### src/rtl/bsg_upstream_credit_piso.sv
// Credit-gated upstream serialiser: one core word becomes B beats
// on CH_N channels of CH_W bits each. Token toggles return credits.
module bsg_upstream_credit_piso #(
  parameter int WORD_W    = 64,
  parameter int CH_N      = 2,
  parameter int CH_W      = 8,
  parameter int CREDITS   = 16,
  parameter int TOKEN_DEC = 8,
  parameter int CNT_W     = 7,
  localparam int BW  = CH_N * CH_W,
  localparam int CRW = $clog2(CREDITS + 1)
) (
  input  logic              clk,
  input  logic              rst_n,
  input  logic              core_valid_i,
  input  logic [WORD_W-1:0] core_data_i,
  output logic              core_ready_o,
  input  logic              io_token_i,
  output logic              io_valid_o,
  output logic [BW-1:0]     io_data_o,
  output logic [CRW-1:0]    credits_o,
  output logic [CNT_W-1:0]  sent_cnt_o,
  output logic [CNT_W-1:0]  finish_cnt_o,
  output logic              credit_overflow_o
);

  localparam int B   = WORD_W / BW;
  localparam int BTW = (B > 1) ? $clog2(B) : 1;

  typedef enum logic {
    IDLE,
    SHIFT
  } state_t;

  state_t            state, state_n;
  logic [BTW-1:0]    beat, beat_n;
  logic [WORD_W-1:0] shreg;
  logic [CRW-1:0]    credits;
  logic              token_r;
  logic              toggle;
  logic              last;
  logic              accept;
  logic [CRW:0]      cred_sum;

  assign last   = (state == SHIFT) && (beat == BTW'(B - 1));
  assign toggle = io_token_i ^ token_r;

  assign core_ready_o = (credits != '0) &&
                        ((state == IDLE) || last);
  assign accept       = core_valid_i && core_ready_o;

  assign io_valid_o   = (state == SHIFT);
  assign io_data_o    = (state == SHIFT) ? shreg[BW-1:0] : '0;

  assign credits_o    = credits;

  // State and beat counter register
  always_ff @(posedge clk) begin
    if (!rst_n) begin
      state <= IDLE;
      beat  <= '0;
    end else begin
      state <= state_n;
      beat  <= beat_n;
    end
  end

  // Next state: a last-beat accept reloads without an idle gap
  always_comb begin
    state_n = state;
    beat_n  = beat;
    unique case (state)
      IDLE: begin
        if (accept) begin
          state_n = SHIFT;
          beat_n  = '0;
        end
      end
      SHIFT: begin
        if (last) begin
          state_n = accept ? SHIFT : IDLE;
          beat_n  = '0;
        end else begin
          beat_n = beat + BTW'(1);
        end
      end
    endcase
  end

  // Shift register presents the LS slice and drops it each beat
  always_ff @(posedge clk) begin
    if (!rst_n) begin
      shreg <= '0;
    end else if (accept) begin
      shreg <= core_data_i;
    end else if (state == SHIFT) begin
      shreg <= shreg >> BW;
    end
  end

  // One spare bit so a return past the ceiling is visible
  always_comb begin
    cred_sum = {1'b0, credits}
             + (toggle ? (CRW+1)'(TOKEN_DEC) : '0)
             - (CRW+1)'(accept);
  end

  // Credits, token edge detect, counters and sticky overflow
  always_ff @(posedge clk) begin
    if (!rst_n) begin
      credits           <= CRW'(CREDITS);
      token_r           <= 1'b0;
      sent_cnt_o        <= '0;
      finish_cnt_o      <= '0;
      credit_overflow_o <= 1'b0;
    end else begin
      token_r <= io_token_i;
      if (cred_sum > (CRW+1)'(CREDITS)) begin
        credits           <= CRW'(CREDITS);
        credit_overflow_o <= 1'b1;
      end else begin
        credits <= cred_sum[CRW-1:0];
      end
      if (accept)
        sent_cnt_o <= sent_cnt_o + CNT_W'(1);
      if (toggle)
        finish_cnt_o <= finish_cnt_o + CNT_W'(TOKEN_DEC);
    end
  end

endmodule

### config.mk
export PLATFORM = sky130hd
export DESIGN_NAME = bsg_upstream_credit_piso
export DESIGN_NICKNAME = d
export VERILOG_FILES = /design/src/rtl/bsg_upstream_credit_piso.sv
export SDC_FILE = /design/constraint.sdc
export NUM_CORES = 1
export LEC_CHECK = 0
export CAP_MARGIN = 20
export CORE_UTILIZATION = 44
export DETAILED_ROUTE_END_ITERATION = 10
export PLACE_DENSITY = 0.84
export SETUP_SLACK_MARGIN = 0.2
export SLEW_MARGIN = 20
export SYNTH_ARGS = -nofsm -noshare
export SYNTH_HDL_FRONTEND = slang
export SYNTH_SLANG_ARGS = --single-unit
### constraint.sdc
create_clock -name clk -period 3 [get_ports clk]
set_input_delay 0.6 -clock clk [delete_from_list [all_inputs] [get_ports clk]]
set_output_delay 0.6 -clock clk [all_outputs]
set_load 0.01 [all_outputs]
After elaboration in Yosys (flattened, before gate mapping)
Cells that the tools add are included.

Register bits after elaboration: 88. Latch bits: 0. RAM bits: 0. Bits in read-only memories: 0. Output and inout port bits: 38. Word-level logic and storage cells: 36. Memories kept: 0.

Add/subtract/negate cells: 5. Multipliers: 0. Divide/modulo/power cells: 0. Magnitude comparators: 1. Eq/ne operators: 2. Shift operators: 0. Mux-type cells: 10. Bitwise logic cells: 3. Reductions and logical operators: 7.

Operator list (number): $mux W64 (2); $mux W16 (1); $add A7 B1 Y7 const B (1); $add A7 B4 Y7 const B (1); $add A5 B4 Y6 (1); $gt A6 B5 Y1 const B (1); $sub A6 B1 Y6 (1); $reduce_bool A5 Y1 (1); $mux W2 (2); $mux W4 (1); $pmux W2 S2 (1); $logic_and A1 B1 Y1 (3); $add A2 B1 Y2 const B (1); $eq A2 B2 Y1 const B (1); $mux W1 (2); $ne A2 B2 Y1 const B (1); $not A1 Y1 (2); $pmux W1 S2 (1); $reduce_bool A2 Y1 (1); $reduce_or A2 Y1 (1); $logic_or A1 B1 Y1 (1); $xor A1 B1 Y1 (1).

Logic depth before layout (Yosys ltp)
Gate-level depths: netlist of run 1.

Word-level depth: 8. Mapped depth: 14. Depth with buffers taken out: 13.

Worst setup path before layout of run 1
OpenSTA, ideal clock, no wires.

Kind: register -> register. From: reg credits[1] (netlist: credits_o[1]). To: reg credits[4] (netlist: credits_o[4]). Data arrival time: 3.036 ns. Data required time: 2.873 ns. Slack: -0.163 ns. Stages on the path, launching flop included: 14. Period minus slack after synthesis: 3.163 ns. Cells stage by stage: dfxtp_1 -> or4_4 -> o211ai_4 -> inv_2 -> clkbuf_1 -> ha_1 -> inv_1 -> ha_1 -> inv_1 -> fa_1 -> nand2b_1 -> a21oi_1 -> xnor2_1 -> or3_1.

Cells in the longest elaborated chain, start to end: 6. Elaborated cells on any way between the ends: 7.

RTL lines: from (decl) (RTL line 38) `logic [CRW-1:0] credits;`; from (signal assigned) (RTL line 111) `credits <= CRW'(CREDITS);`; from (signal assigned) (RTL line 119) `credits <= CRW'(CREDITS);`; from (signal assigned) (RTL line 122) `credits <= cred_sum[CRW-1:0];`; $reduce_bool A5 Y1 * (RTL line 48) `assign core_ready_o = (credits != '0) &&`; $logic_and A1 B1 Y1 * (RTL line 48); $logic_and A1 B1 Y1 * (RTL line 50) `assign accept = core_valid_i && core_ready_o;`; via accept (RTL line 42) `logic accept;`; $sub A6 B1 Y6 * (RTL line 105) `- (CRW+1)'(accept);`; $gt A6 B5 Y1 (RTL line 118) `if (cred_sum > (CRW+1)'(CREDITS)) begin`; $reduce_or A2 Y1 (no line).

The timed path passes the listed nets; every way through them passes the cells marked *. A chain may end at the register's enable or synchronous reset.

Worst setup path in the final report of run 1
From: reg credits[4] (netlist: credits_o[4]). To: reg credits[0] (netlist: credits_o[0]).

Cells in the longest elaborated chain, start to end: 6. Elaborated cells on any way between the ends: 7.

RTL lines (RTL line): branches (longest 3 deep; another with $add A5 B4 Y6); $sub A6 B1 Y6 * (105); $gt A6 B5 Y1 (118); $reduce_or A2 Y1 (no line).

Mark *: on every way between the ends.

==> impl_metrics.py, run 1 <==
metrics = {
    "yosys": {
        "syn_area_per_cell_um2": 9.68,
        "ys_seq_area_share_pct": 41.6,
        "synth_top_family_by_area": "compound AO/OA/AOI/OAI gates",
        "synth_area_mm2": 0.00409,
        "synth-adder-area-share_pct": 3.24,
        "synth-simple-area-share_pct": 15.5,
        "synth_compound_area_share_pct": 19.8,
        "synth_cell_type_count": 38,
        "synthXorXnorAreaFrac_pct": 1.50,
        "synthArstFlopShare_pct": 0,
        "synth_ff_type": "dfxtp_1",
        "synth-edff-count": 0,
        "synth_cells": 423,
        "ys_ff_latch": 85,
        "synth_mux_area_share_pct": 11.7,
        "ys_warn_count": 0,
    },
    "floorplanning": {
        "start_util_pct": 46.3,
        "io_pins": 106,
        "coreArea_mm2": 0.00885,
        "dieHeight_um": 98.5,
        "rows": 34,
        "die_area_mm2": 0.00969,
        "die_x_um": 98.5,
    },
    "place": {
        "dpl_cell_area_mm2": 0.00521,
        "io_buffers": 102,
        "dp.final_hpwl_um": 6640,
        "pre_cts_ws_ps": 10.3,
        "gp_congestion": 0.827,
    },
    "sta": {
        "layout_worst_path_cycle_share_pct": 95.2,
        "rsz0062_at_grt": "yes",
        "tns_ps": 0,
        "clock.fmax_ghz": 0.350,
        "fin_crit_ps": 2860,
        "fin_ws_ps": 143,
        "finalSetupViolCount": 0,
        "maxSlewViolCount": 0,
        "final_hold_viol_count": 0,
        "fin_skew_ps": 9.25,
    },
    "drt": {
        "wl_per_cell_um": 15.4,
        "routed_wl_um": 9710,
        "ant_nets": 0,
        "vias_per_cell": 5.25,
        "dr_total_vias": 3313,
        "dr.pass1.iters": 7,
        "first_iter_violations": 129,
        "drcViolationCount": 9,
    },
    "worst_setup_path": {
        "crit_required_ps": 3220,
        "arrival_ps": 3070,
        "reg2reg_to": "credits_o[0]$_SDFF_PP0_",
        "worst_setup_path_start_kind": "flip-flop",
        "critical_path.slowest_cell": "or4_4",
        "worstSetupEndpointType": "flip-flop",
        "r2r_cells": 12,
        "regToRegStartpoint": "credits_o[4]$_SDFF_PP1_",
        "rrSetupSlack_ps": 140,
        "critPathKind": "flip-flop to flip-flop",
        "path_cells": "or4_4 > o211ai_4 > inv_4 > ha_4 > inv_2 > ha_4 > inv_2 > fa_2 > nand2b_4 > a21oi_4 > xnor2_4 > nor4_1",
        "crit_fanout": 6,
        "cp_slowest_stage_delay_ps": 570,
        "worstSetupStartpoint": "credits_o[4]$_SDFF_PP1_",
    },
    "clock_network": {
        "clock_latency_ps": 350,
        "cts_hold_buf": 0,
        "root_buffer": "clkbuf_8",
        "clk_pin_slew_ps": 90,
        "clock_path_buffers": 2,
        "numCtsBuffers": 9,
        "cts_tree": "built",
        "h-tree-depth": 3,
        "cts.sinks": 85,
    },
    "hold_path": {
        "min_to": "shreg[48]$_SDFFE_PN0P_",
        "min-delay-start": "shreg[48]$_SDFFE_PN0P_",
        "worstHoldPathType": "flip-flop to flip-flop",
        "min_delay_path_depth": 2,
    },
    "outcome": {
        "outcome": "complete, but fails checks",
        "violations": "design-rule violations",
    },
    "grt": {
        "grt_pass1_wl_um": 15800,
        "antenna_found_initial": 0,
        "grt_pass1_vias": 3359,
        "grt_max_degree": 68,
        "grt-ovfl-total": 0,
        "grt_use_total_pct": 20.5,
    },
    "final_layout": {
        "fin_area_mm2": 0.00553,
        "finalNetCount": 596,
        "drive_above_1_share_pct": 18.2,
        "syn_to_final_growth_pct": 35.1,
        "n_antenna_cell": 0,
    },
    "power_and_ir_drop": {
        "p_leak_uw": 0.00204,
        "power-per-cell-area_mw_per_mm2": 706,
        "ir_drop_v": 0.000591,
    },
    "flow_run": {
        "drv_cap": 0,
    },
}
==> stage by stage <==
stage,cells,power (uW),hold slack [ps],util [%]
final,631,3900,476,62.5
after global routing,631,4130,504,62.5
after CTS,627,3890,476,61.9
after detailed placement,610,2880,463,58.9
after global placement,610,2820,454,58.9
after floorplan,425,2490,448,-
==> cells by family (layout without fill, tap and decap cells) <==
group / Yosys count / count (layout)
xor+xnor: 7 / 7
other cells: 1 / 3
mux: 48 / 48
simple gates: 137 / 137
fa+ha+maj: 10 / 10
flops: 85 / 85
buf+inv: 48 / 146
compound gates: 87 / 87
==> power by group <==
group | internal (uW) | switching [uW] | total [uW]
combinational | 724 | 726 | 1450
clock | 558 | 424 | 982
sequential | 1330 | 135 | 1470
total | 2620 | 1290 | 3900
==> cells in the mapped netlist, types with 2 or more instances <==
cell type | number | area [um^2]
xor2_1 | 3 | 26.3
dfxtp_1 | 85 | 1700
or3_1 | 4 | 25.0
buf_2 | 2 | 10.0
a211oi_2 | 44 | 551
nor2_1 | 58 | 218
and2_1 | 17 | 106
a211oi_1 | 5 | 37.5
mux2i_1 | 48 | 480
a21oi_1 | 26 | 130
buf_6 | 8 | 90.1
ha_1 | 9 | 113
nor4_1 | 2 | 12.5
o21ai_0 | 5 | 25.0
xnor2_1 | 4 | 35.0
nor3_1 | 3 | 15.0
o31ai_1 | 2 | 15.0
or4_1 | 2 | 15.0
nand2_1 | 24 | 90.1
buf_4 | 7 | 52.6
nand2b_1 | 2 | 12.5
inv_1 | 12 | 45.0
nand3_1 | 21 | 105
clkbuf_1 | 16 | 60.1
==> state kept, by name, indices dropped and copies added, names as in the netlist <==
signal	count
shreg	64
sent_cnt_o	7
credits_o	5
finish_cnt_o	4
beat	2
credit_overflow_o	1
io_valid_o	1
token_r	1
==> worst max-delay path: cells and delay by family, from the launching register on <==
kind	cells	cell delay, ps
AOI/OAI and AO/OA	2	420
DFF	1	320
xor gates and xnor gates	1	100
buffers and inverters	3	140
adders and majority gates	3	650
and+or+nand+nor	3	1080
==> metal layers <==
metal / track usage (%) / wire length [um]
met1: 24.9 / 4080
met4: 6.20 / 119
met5: 0 / 0
met3: 5.11 / 693
met2: 35.8 / 4810
==> area by class of cell <==
cell class	count	area, um^2
fillers	749	3320
repair buffers	116	1160
flip-flops and latches	85	1710
multi-input cells	292	2220
clock inverters	7	121
well taps	108	135
clock buffers	9	124
inverters	14	56.3
==> cell usage in the layout (no fill, tap or decap), types with 3 or more instances in the layout <==
cell type | synthesis | final
nand2_1 | 24 | 24
a211oi_1 | 5 | 5
clkdlybuf4s50_1 | 0 | 102
mux2i_1 | 48 | 48
a211oi_2 | 44 | 44
and2_1 | 17 | 17
dfxtp_1 | 85 | 81
a21oi_1 | 26 | 25
bufinv_16 | 0 | 3
ha_1 | 9 | 7
nor2_1 | 58 | 58
xor2_1 | 3 | 3
nand3_1 | 21 | 21
or3_1 | 4 | 4
o21ai_0 | 5 | 5
buf_4 | 7 | 10
clkbuf_8 | 0 | 9
inv_1 | 12 | 9
conb_1 | 1 | 3
==> how the worst max path moves through the flow <==
stage                                   end  slack, ps  cells past startpoint
finish              credits_o[0]$_SDFF_PP0_        140                     12
global placement    credits_o[4]$_SDFF_PP1_         90                     10
floorplan           credits_o[4]$_SDFF_PP1_         20                     13
global route        credits_o[0]$_SDFF_PP0_         70                     12
detailed placement  credits_o[1]$_SDFF_PP0_         10                     11
CTS                 credits_o[4]$_SDFF_PP1_        200                     12
==> timing repair <==
action,in CTS,in global routing
resized for setup,2,6
pin swaps,4,4
buffers inserted,1,4
hold endpoints to repair,0,0
gates cloned,0,0
setup endpoints to repair,41,45
Power figures use the tool's default switching activity.
==> run 2, diff against run 1 <==
--- a/config.mk
+++ b/config.mk
@@ -6,7 +6,9 @@
 export NUM_CORES = 1
 export LEC_CHECK = 0
 export CAP_MARGIN = 20
-export CORE_UTILIZATION = 44
+export CELL_PAD_IN_SITES_DETAIL_PLACEMENT = 0
+export CELL_PAD_IN_SITES_GLOBAL_PLACEMENT = 1
+export CORE_UTILIZATION = 33
 export DETAILED_ROUTE_END_ITERATION = 10
 export PLACE_DENSITY = 0.84
 export SETUP_SLACK_MARGIN = 0.2
==> run 2 against run 1 <==
Via count about the same. Critical path depth did not move. Clock power increased by 7%. Worst setup slack better by 69 ps. Largest cell class unchanged. Sequential power barely moved. Cell count rose by 9.0%. The run now ends clean. Routed wire length rose by 2.8%.
==> impl_metrics.py, run 2 (same netlist as run 1, synthesis figures left out) <==
metrics = {
    "final_layout": {
        "largest-register": "shreg",
        "stdcell_count": 688,
        "layout_common_cells": "102 x clkdlybuf4s50_1, 81 x dfxtp_1, 58 x nor2_1, 48 x mux2i_1, 44 x a211oi_2",
        "final_common_cell": "clkdlybuf4s50_1",
        "syn_to_final_growth_pct": 36.6,
        "largest_reg_flops": 64,
        "drive_above_1_share_pct": 17.3,
        "finalNetCount": 593,
        "n_antenna_cell": 0,
        "post-route-util_pct": 46.4,
    },
    "clock_network": {
        "clock_latency_ps": 340,
        "cts_tree": "built",
        "clock_path_buffers": 2,
        "clk_pin_slew_ps": 70,
        "numCtsBuffers": 9,
        "cts.sinks": 85,
        "cts_hold_buf": 0,
        "root_buffer": "clkbuf_16",
        "h-tree-depth": 3,
    },
    "worst_setup_path": {
        "worstSetupEndpointType": "flip-flop",
        "worst_setup_path_start_kind": "flip-flop",
        "arrival_ps": 3010,
        "path_depth": 12,
        "path_cells": "or4_4 > o211ai_4 > inv_4 > ha_4 > inv_2 > ha_4 > inv_2 > fa_2 > nand2b_4 > a21oi_4 > xnor2_4 > or3_1",
        "path_buf_inv": 3,
        "crit_fanout": 6,
        "r2r_cells": 12,
        "critPathKind": "flip-flop to flip-flop",
        "cp_slowest_stage_delay_ps": 570,
        "critical_path.slowest_cell": "or4_4",
        "rrSetupSlack_ps": 210,
        "crit_required_ps": 3220,
        "crit_family": "simple AND/OR/NAND/NOR gates",
    },
    "drt": {
        "first_iter_violations": 194,
        "ant_nets": 0,
        "dr_total_vias": 3316,
        "drcViolationCount": 0,
        "vias_per_cell": 4.82,
        "wl_per_cell_um": 14.5,
        "dr.pass1.iters": 5,
        "routed_wl_um": 9980,
    },
    "flow_run": {
        "drv_cap": 0,
    },
    "grt": {
        "grt_pass1_vias": 3311,
        "grtUsageMet2_pct": 26.6,
        "grt_pass1_wl_um": 16100,
        "top_usage_layer": "met2",
        "use_met1_pct": 19.6,
        "antenna_found_initial": 0,
        "gr-usage-met3_pct": 5.63,
        "grt-ovfl-total": 0,
        "grt_max_degree": 79,
        "grt_use_total_pct": 15.9,
    },
    "power_and_ir_drop": {
        "power.net_switching_uw": 1330,
        "comb_power_share_pct": 35.7,
        "swShare_pct": 33.9,
        "p_seq_share_pct": 37.5,
        "pwr-share-clk_pct": 26.8,
        "p_leak_uw": 0.00202,
        "p_int_uw": 2600,
        "ir_drop_v": 0.000522,
        "power-per-cell-area_mw_per_mm2": 704,
    },
    "place": {
        "dp.final_hpwl_um": 6770,
        "io_buffers": 102,
        "dp.cells": 670,
        "gp_congestion": 0.814,
    },
    "floorplanning": {
        "rows": 40,
        "io_pins": 106,
        "die_area_mm2": 0.0129,
        "dieHeight_um": 113,
        "die_x_um": 113,
        "coreArea_mm2": 0.0121,
        "start_util_pct": 33.9,
    },
    "sta": {
        "tns_ps": 0,
        "tightest_slew_ps": 729,
        "finalSetupViolCount": 0,
        "fin_skew_ps": 10.5,
        "maxSlewViolCount": 0,
        "maxSlewHeadroom_pct": 51.4,
        "rsz0062_at_grt": "yes",
        "fin_crit_ps": 2790,
        "final_hold_viol_count": 0,
        "clock.fmax_ghz": 0.359,
        "layout_worst_path_cycle_share_pct": 92.9,
    },
    "hold_path": {
        "min_delay_path_depth": 2,
        "worstHoldPathType": "flip-flop to flip-flop",
    },
    "outcome": {
        "outcome": "finished clean",
    },
}
==> run 2: repair_timing <==
item,4_1_cts,5_1_grt
buffers inserted,1,1
setup endpoints to repair,44,46
gates resized for setup,2,2
pin swaps,5,0
==> run 2: layout make-up <==
type / count / area [um^2]
clock inverter: 7 / 61.3
fill: 1154 / 6470
inverter: 14 / 56.3
clock buffer: 9 / 225
timing repair buffer: 113 / 1120
sequential: 85 / 1710
multi-input combinational: 292 / 2210
tap: 168 / 210
==> run 2: through the flow <==
stage	total power (uW)	hold slack [ps]	instance area [um^2]	setup slack [ps]
4_1_cts	3970	471	5580	202
2_1_floorplan	2490	448	4180	19.8
5_1_grt	4190	481	5590	125
6_report	3940	470	5590	212
3_5_place_dp	2880	462	5270	35.9
3_3_place_gp	2830	457	5270	108
==> run 2: worst min-delay path, stage by stage, from the launching register on <==
cell and delay [ps]:
dfxtp_1 310, nand3_1 60, a21oi_1 60
==> run 2: per-layer routing <==
layer / routed length [um] / share of wire (%)
met1: 4570 / 46
met5: 0 / 0
met4: 57 / 0.57
met3: 683 / 6.8
met2: 4660 / 47
==> run 2: path summary, 6_finish.rpt <==
path,from,to
hold reg to reg,shreg[48]$_SDFFE_PN0P_,shreg[48]$_SDFFE_PN0P_
setup / recovery,credits_o[1]$_SDFF_PP0_,credits_o[4]$_SDFF_PP1_
setup reg to reg,credits_o[1]$_SDFF_PP0_,credits_o[4]$_SDFF_PP1_
hold / removal,shreg[48]$_SDFFE_PN0P_,shreg[48]$_SDFFE_PN0P_
==> run 2: power groups by stage <==
stage / registers [uW] / clock network (uW) / logic (uW)
after detailed placement: 1500 / 0 / 1380
final: 1470 / 1050 / 1410
after CTS: 1480 / 1090 / 1410
after global routing: 1500 / 1140 / 1540
after floorplan: 1470 / 0 / 1020
after global placement: 1490 / 0 / 1340
==> run 3, diff against run 2 <==
--- a/config.mk
+++ b/config.mk
@@ -8,10 +8,12 @@
 export CAP_MARGIN = 20
 export CELL_PAD_IN_SITES_DETAIL_PLACEMENT = 0
 export CELL_PAD_IN_SITES_GLOBAL_PLACEMENT = 1
+export CORE_MARGIN = 2
 export CORE_UTILIZATION = 33
 export DETAILED_ROUTE_END_ITERATION = 10
 export PLACE_DENSITY = 0.84
 export SETUP_SLACK_MARGIN = 0.2
+export SKIP_CTS_REPAIR_TIMING = 1
 export SLEW_MARGIN = 20
 export SYNTH_ARGS = -nofsm -noshare
 export SYNTH_HDL_FRONTEND = slang
==> run 3 against run 2 <==
Routed wire length rose by 1.5%. Sequential share of layout area decreased by 0.25 points. Combinational power grew 6%. Critical path depth stayed put. Count of clock-buffer cells in the layout is 2 higher. Utilization rose by 0.45 points. Clock skew decreased by 5.2 ps. Die area rose by 3.6%.
==> impl_metrics.py, run 3 (same netlist as run 1, synthesis figures left out) <==
metrics = {
    "sta": {
        "layout_worst_path_cycle_share_pct": 93.7,
        "maxSlewViolCount": 0,
        "clock.fmax_ghz": 0.356,
        "fin_crit_ps": 2810,
        "tightest_slew_ps": 590,
        "finalSetupViolCount": 0,
        "fin_ws_ps": 189,
        "maxSlewHeadroom_pct": 60.7,
        "rsz0062_at_grt": "yes",
        "fin_skew_ps": 5.25,
        "tns_ps": 0,
        "final_hold_viol_count": 0,
    },
    "flow_run": {
        "drv_cap": 0,
    },
    "final_layout": {
        "layout_common_cells": "102 x clkdlybuf4s50_1, 81 x dfxtp_1, 58 x nor2_1, 48 x mux2i_1, 45 x a211oi_2",
        "largest-register": "shreg",
        "n_antenna_cell": 0,
        "final_common_cell": "clkdlybuf4s50_1",
        "largest_reg_flops": 64,
        "drive_above_1_share_pct": 18.0,
        "fillCellCount": 1164,
        "syn_to_final_growth_pct": 37.9,
        "finalNetCount": 594,
    },
    "worst_setup_path": {
        "rrSetupSlack_ps": 190,
        "crit_required_ps": 3210,
        "critPathKind": "flip-flop to flip-flop",
        "worstSetupEndpointType": "flip-flop",
        "r2r_cells": 12,
        "worst_setup_path_start_kind": "flip-flop",
        "crit_fanout": 6,
        "regToRegStartpoint": "credits_o[1]$_SDFF_PP0_",
        "arrival_ps": 3020,
        "reg2reg_to": "credits_o[4]$_SDFF_PP1_",
    },
    "clock_network": {
        "clk_pin_slew_ps": 60,
        "clock_latency_ps": 330,
        "cts.sinks": 85,
        "clock_path_buffers": 2,
        "numCtsBuffers": 9,
        "h-tree-depth": 3,
        "root_buffer": "clkbuf_16",
        "cts_tree": "built",
    },
    "floorplanning": {
        "rows": 40,
        "io_pins": 106,
        "die_area_mm2": 0.0133,
        "coreArea_mm2": 0.0121,
        "dieHeight_um": 115,
        "start_util_pct": 33.9,
        "die_x_um": 115,
    },
    "place": {
        "gp_congestion": 0.759,
        "io_buffers": 102,
        "pre_cts_ws_ps": 27.2,
        "dp.final_hpwl_um": 6840,
    },
    "grt": {
        "grt_pass1_vias": 3326,
        "use_met1_pct": 19.6,
        "gr-usage-met3_pct": 4.43,
        "grt_use_total_pct": 15.5,
        "grtUsageMet2_pct": 26.3,
        "top_usage_layer": "met2",
        "grt-ovfl-total": 0,
        "grt_max_degree": 79,
        "grt_pass1_wl_um": 16300,
        "antenna_found_initial": 0,
    },
    "hold_path": {
        "min_to": "shreg[61]$_SDFFE_PN0P_",
        "worstHoldPathType": "flip-flop to flip-flop",
        "min_delay_path_depth": 2,
        "min-delay-start": "shreg[61]$_SDFFE_PN0P_",
    },
    "outcome": {
        "outcome": "finished clean",
    },
    "drt": {
        "first_iter_violations": 150,
        "dr.pass1.iters": 4,
        "wl_per_cell_um": 14.7,
        "routed_wl_um": 10100,
        "drcViolationCount": 0,
        "vias_per_cell": 4.80,
        "ant_nets": 0,
        "dr_total_vias": 3306,
    },
    "power_and_ir_drop": {
        "p_leak_uw": 0.00205,
        "ir_drop_v": 0.000434,
        "power-per-cell-area_mw_per_mm2": 723,
    },
}
[run 3: cell type report]
type	instances	area [um^2]	share of cell area, %
clock buffer	11	233	4.12
clock inverter	5	60.1	1.06
inverter	14	56.3	0.997
multi-input combinational	292	2230	39.6
sequential	85	1710	30.3
tap	168	210	3.72
timing repair buffer	114	1140	20.2
[run 3: per-stage QoR]
stage / std cells / total power [uW] / utilization (%) / cell area [um^2] / hold WS, ps
global placement: 670 / 2840 / 43.8 / 5280 / 457
global route: 689 / 4340 / 46.8 / 5650 / 496
CTS: 686 / 4020 / 46.2 / 5580 / 470
detailed placement: 670 / 2900 / 43.8 / 5280 / 461
finish: 689 / 4080 / 46.8 / 5650 / 469
floorplan: 425 / 2490 / - / 4180 / 448
[run 3: power by group]
part | leakage (uW) | internal (uW) | total (uW) | switching (uW)
Sequential | 0.000702 | 1340 | 1480 | 143
Clock | 0.000140 | 649 | 1100 | 454
Combinational | 0.00120 | 748 | 1500 | 749
[run 3: how the worst max path moves through the flow]
stage | from | end
2_1_floorplan | credits_o[3]$_SDFF_PP0_ | credits_o[4]$_SDFF_PP1_
3_3_place_gp | io_token_i | credits_o[4]$_SDFF_PP1_
3_5_place_dp | io_token_i | credits_o[4]$_SDFF_PP1_
4_1_cts | credits_o[3]$_SDFF_PP0_ | shreg[41]$_SDFFE_PN0P_
5_1_grt | credits_o[1]$_SDFF_PP0_ | credits_o[4]$_SDFF_PP1_
6_report | credits_o[1]$_SDFF_PP0_ | credits_o[4]$_SDFF_PP1_
[run 3: routing by layer]
metal  part of all wire, %  up-vias  routed length [um]
li1                      -     1670                   -
met1                    45     1553                4560
met2                    49       75                4960
met3                   5.1        8                 516
met4                  0.87        0                  88
met5                     0        -                   0
[run 3: worst max-delay path: stages (launching register included)]
cell and delay (ps):
dfxtp_4 350, or4_4 540, o211ai_4 210, inv_4 50, ha_4 150, inv_2 50
ha_4 120, inv_2 40, fa_2 380, nand2b_4 170, a21oi_4 180, xnor2_4 110
or3_1 330
